**src/rtl/imm_gen_stage.sv**
```systemverilog
// Registered MIPS immediate-generation stage: decodes the opcode at accept time,
// buffers up to two results and counts unrecognised opcodes (saturating).
module imm_gen_stage (
  input  logic        clk,
  input  logic        rst_n,
  input  logic [31:0] in_instr,
  input  logic        in_valid,
  output logic        in_ready,
  output logic [31:0] out_imm,
  output logic [4:0]  out_rt,
  output logic [2:0]  out_kind,
  output logic        out_valid,
  input  logic        out_ready,
  output logic [7:0]  unk_cnt
);

  typedef enum logic [2:0] {
    KIND_NONE = 3'd0,
    KIND_ZEXT = 3'd1,
    KIND_SEXT = 3'd2,
    KIND_LUI  = 3'd3,
    KIND_BR   = 3'd4
  } kind_t;

  logic [1:0]  r_count;
  logic [31:0] r_imm0, r_imm1;
  logic [4:0]  r_rt0, r_rt1;
  kind_t       r_kind0, r_kind1;
  logic [7:0]  r_unk;

  logic        w_accept;
  logic        w_pop;
  logic [5:0]  w_opcode;
  logic [15:0] w_imm16;
  logic [4:0]  w_rt;
  logic [31:0] w_imm;
  kind_t       w_kind;
  logic        w_unk;
  logic        w_unused_bits;

  assign w_opcode      = in_instr[31:26];
  assign w_rt          = in_instr[20:16];
  assign w_imm16       = in_instr[15:0];
  assign w_unused_bits = ^in_instr[25:21];

  assign in_ready  = (r_count != 2'd2);
  assign out_valid = (r_count != 2'd0);
  assign w_accept  = in_valid & in_ready;
  assign w_pop     = out_valid & out_ready;

  always_comb begin
    w_imm  = 32'h0000_0000;
    w_kind = KIND_NONE;
    w_unk  = 1'b0;
    case (w_opcode)
      6'h0F: begin
        w_imm  = {w_imm16, 16'h0000};
        w_kind = KIND_LUI;
      end
      6'h0C, 6'h0D, 6'h0E: begin
        w_imm  = {16'h0000, w_imm16};
        w_kind = KIND_ZEXT;
      end
      6'h08, 6'h09, 6'h0A, 6'h0B, 6'h23, 6'h2B: begin
        w_imm  = {{16{w_imm16[15]}}, w_imm16};
        w_kind = KIND_SEXT;
      end
      6'h04, 6'h05: begin
        w_imm  = {{14{w_imm16[15]}}, w_imm16, 2'b00};
        w_kind = KIND_BR;
      end
      6'h00, 6'h02, 6'h03: begin
        w_kind = KIND_NONE;
      end
      default: begin
        w_unk = 1'b1;
      end
    endcase
  end

  // Head only shifts when a second entry exists, so an emptied head keeps its last value.
  always_ff @(posedge clk or negedge rst_n) begin
    if (!rst_n) begin
      r_count <= 2'd0;
      r_imm0  <= 32'h0000_0000;
      r_imm1  <= 32'h0000_0000;
      r_rt0   <= 5'd0;
      r_rt1   <= 5'd0;
      r_kind0 <= KIND_NONE;
      r_kind1 <= KIND_NONE;
    end else begin
      case ({w_accept, w_pop})
        2'b10: begin
          if (r_count == 2'd0) begin
            r_imm0  <= w_imm;
            r_rt0   <= w_rt;
            r_kind0 <= w_kind;
          end else begin
            r_imm1  <= w_imm;
            r_rt1   <= w_rt;
            r_kind1 <= w_kind;
          end
          r_count <= r_count + 2'd1;
        end
        2'b01: begin
          if (r_count == 2'd2) begin
            r_imm0  <= r_imm1;
            r_rt0   <= r_rt1;
            r_kind0 <= r_kind1;
          end
          r_count <= r_count - 2'd1;
        end
        2'b11: begin
          r_imm0  <= w_imm;
          r_rt0   <= w_rt;
          r_kind0 <= w_kind;
        end
        default: begin
        end
      endcase
    end
  end

  always_ff @(posedge clk or negedge rst_n) begin
    if (!rst_n) begin
      r_unk <= 8'd0;
    end else if (w_accept && w_unk && (r_unk != 8'hFF)) begin
      r_unk <= r_unk + 8'd1;
    end
  end

  assign out_imm  = r_imm0;
  assign out_rt   = r_rt0;
  assign out_kind = r_kind0;
  assign unk_cnt  = r_unk;

endmodule

```
**config.mk**
```make
export PLATFORM = sky130hd
export DESIGN_NAME = imm_gen_stage
export DESIGN_NICKNAME = d
export VERILOG_FILES = /design/src/rtl/imm_gen_stage.sv
export SDC_FILE = /design/constraint.sdc
export NUM_CORES = 1
export LEC_CHECK = 0
export CORE_AREA = 2 2 91 93
export CTS_BUF_LIST = sky130_fd_sc_hd__clkbuf_4 sky130_fd_sc_hd__clkbuf_8 sky130_fd_sc_hd__clkbuf_16
export DETAILED_ROUTE_END_ITERATION = 10
export DIE_AREA = 0 0 93 95
export DONT_BUFFER_PORTS = 1
export GPL_TIMING_DRIVEN = 1
export HOLD_SLACK_MARGIN = 0.06
export PLACE_DENSITY = 0.78
export SYNTH_ARGS = -nofsm -noshare
export SYNTH_HDL_FRONTEND = slang
export SYNTH_SLANG_ARGS = --single-unit
```
**constraint.sdc**
```tcl
create_clock -name clk -period 3 [get_ports clk]
set_input_delay 0 -clock clk [delete_from_list [all_inputs] [get_ports clk]]
set_output_delay 0 -clock clk [all_outputs]
set_load 0.005 [all_outputs]
```
==> out/results.tsv <==
metric	value	unit
Post-Syn Nets	477	
antenna violations before repair	0	
Post-synth ARST share	100.0	%
first-pass GRT wire length	16230	um
Final Max Tran Viols	0	
Post-CTS Hold Buffers	38	
DR DRC count	0	
worst slew pin tran	0.9086	ns
Starting Density	54.14	%
Cell Pwr Density	852.6	mW/mm^2
setup TNS	0	ns
vias	3245	
slowest CP cell	o22a_2	
syn_area_per_cell	9.798	um^2
Yosys Warn Count	0	
final setup vio count	0	
CP top delay family	compound AO/OA/AOI/OAI gates	
CTS tree	done	
worst hold-check path type	primary input to flip-flop	
clk_lat worst skew	0.35	ns
setup repair bufs after CTS	0	
largest net degree at the start of global routing	91	
Area Overhead vs Synth	16.65	%
Worst Path Arrival	2.65	ns
Die Y	95	um
Worst slew margin	39.42	%
Fin. Hold Viols	0	
HPWL after DPL	6136	um
Num CTS Buffers	9	
top_reg_cell synth	dfrtp_1	
crit-path cells	or2_1 > nand2_1 > ha_1 > a2bb2oi_1 > o22a_2 > buf_12 > nand2_1 > o31ai_1	
startpoint types	flip-flop	
Ports	86	
EDFF count, synth	0	
count of cell types in the netlist	38	
crit path capture type	flip-flop	
number of global-route vias before repair	3335	
Die X-Extent	93	um
IO Port Bufs	0	
dpl cells	517	
GRT Overall Usage	23.54	%
nets	500	
status	finished, final reports clean	
Post-Route WL	9653	um
synthesis-stage register bit count	90	
Static Leak	2.125	nW
Reg clk slew, reported paths	0.08	ns
Bufs and invs on worst path	1	
sequential-to-total area share from yosys stat	52.48	%
worst IR drop on VDD	0.0006318	V
CP required	3.26	ns
max cap viols	0	
Cell Count, Final, Fillers Out	570	
Routability Congestion	0.8938	
ant diodes	0	
remaining antenna violation count	0	
critical-path maximum fanout	46	
Crit path largest cell delay	0.57	ns
DR WL/cell	16.94	um
die area	0.008835	mm^2
Min Clock Period, post-route	2.396	ns
H-tree levels	3	
Longest Clk Path Bufs	2	
cts repair resizes	0	
Post-Syn Area	0.004292	mm^2
drt first-iter violations	228	
Sink Count	90	
WS Path Type	flip-flop to flip-flop	
FP Rows	33	
RSZ-0062 raised after global routing	no	
clock root buffer	clkbuf_8	
most frequent CP cell	nand2_1	
Final period util	79.88	%
Layout Skew	0.01411	ns
layout cell share with drive strength beyond 1	7.527	%
DRT Pass-1 Iters	4	
routed vias/inst	5.693	
total gr overflow	0	
Gate Count Post-Synth	438	
core area	0.007928	mm^2
fmax	417.3	MHz
## cell type report
class                      count  area [um^2]
tap                          105        131.4
fill                         667         2922
multi-input combinational    313         1912
inverter                       5        18.77
sequential                    90         2252
clock inverter                 4        75.07
clock buffer                  11        151.4
timing repair buffer          42        465.4
## sequential cells by signal, summed over array words and instances (netlist names)
| name | count |
|---|---|
| out_imm | 32 |
| r_imm1 | 32 |
| unk_cnt | 8 |
| out_rt | 5 |
| r_rt1 | 5 |
| out_kind | 3 |
| r_kind1 | 3 |
| r_count | 2 |
## power breakdown
part	switching, mW	internal, mW
logic	0.780	0.581
clock network	0.418	0.510
registers	0.330	1.65
total	1.53	2.74
## worst reg2reg max path: cells and delay by family, from the launching register on
| family | cells | cell delay (ns) |
|---|---|---|
| AO/OA/AOI/OAI | 3 | 0.80 |
| adder cells (fa/ha/maj) | 1 | 0.21 |
| buffers and inverters | 1 | 0.32 |
| flip-flops | 1 | 0.45 |
| AND/OR/NAND/NOR | 3 | 0.53 |
## placed cells by master, fill, tap and decap left out, types with 6 or more instances in the layout
cell,synthesis,final
xnor2_1,9,9
o21ai_0,14,14
nor2b_1,58,58
a21oi_1,17,17
mux2_2,9,9
mux2i_1,6,6
dfrtp_1,90,90
dlygate4sd3_1,0,37
a22oi_1,14,14
clkbuf_8,0,11
o21ai_1,31,31
nand2_1,84,83
o31ai_1,30,30
## Yosys cell counts (all sizes together), types with 2 or more instances
cell | n | area, um^2
nor2b | 58 | 362.9
buf | 7 | 28.78
inv | 5 | 18.77
nor4b | 2 | 23.77
ha | 3 | 37.54
nand3 | 2 | 10.01
xnor2 | 9 | 78.83
nor2 | 5 | 18.77
mux2 | 10 | 112.6
nand2 | 84 | 315.3
mux2i | 6 | 60.06
a22oi | 14 | 105.1
and3 | 5 | 31.28
dfrtp | 90 | 2252
clkbuf | 23 | 86.33
o21ai | 45 | 225.2
a21oi | 17 | 85.08
o31ai | 30 | 225.2
nand2b | 5 | 31.28
nand4 | 3 | 18.77
a2111oi | 2 | 55.05
## per-layer routing
layer / global-route usage (%) / wire length [um]
met4: 7.721 / 121
met1: 29.84 / 4098
met5: 0 / 0
met3: 6.544 / 683
met2: 39.31 / 4751
## metrics by stage
stage / hold slack, ns / setup slack (ns) / cell area (um^2) / power (mW) / utilization, %
floorplan: -0.2956 / 0.8812 / 4292 / 2.952 / -
global placement: -0.2928 / 0.7000 / 4382 / 3.216 / 55.27
detailed placement: -0.2934 / 0.6100 / 4382 / 3.302 / 55.27
CTS: 0.08228 / 0.5848 / 5006 / 4.297 / 63.15
global route: 0.1450 / 0.4099 / 5006 / 4.590 / 63.15
finish: 0.09674 / 0.6035 / 5006 / 4.268 / 63.15
## cell families (layout without fill, tap and decap cells)
kind of cell | Yosys count | in the layout | share of synthesized area (%)
AOI/OAI and AO/OA | 114 | 114 | 17.43
buffers and inverters | 35 | 62 | 3.120
muxes | 16 | 16 | 4.023
xor gates and xnor gates | 10 | 10 | 2.041
DFF | 90 | 90 | 52.48
adders and majority gates | 3 | 3 | 0.8747
and+or+nand+nor | 170 | 170 | 20.03
## worst paths after layout
path                       cells past startpoint         start  slack, ns           to
max reg2reg                                    8    r_count[0]       0.60  out_imm[21]
min reg2reg                                    2    r_imm1[16]       0.49   r_imm1[16]
min                                            3  in_instr[11]        0.1  out_imm[13]
max                                            8    r_count[0]       0.60  out_imm[21]
min in group asynchronous                      2         rst_n       0.20   out_imm[7]
max in group asynchronous                      2         rst_n       2.40    out_rt[4]
Power figures use the tool's default switching activity.
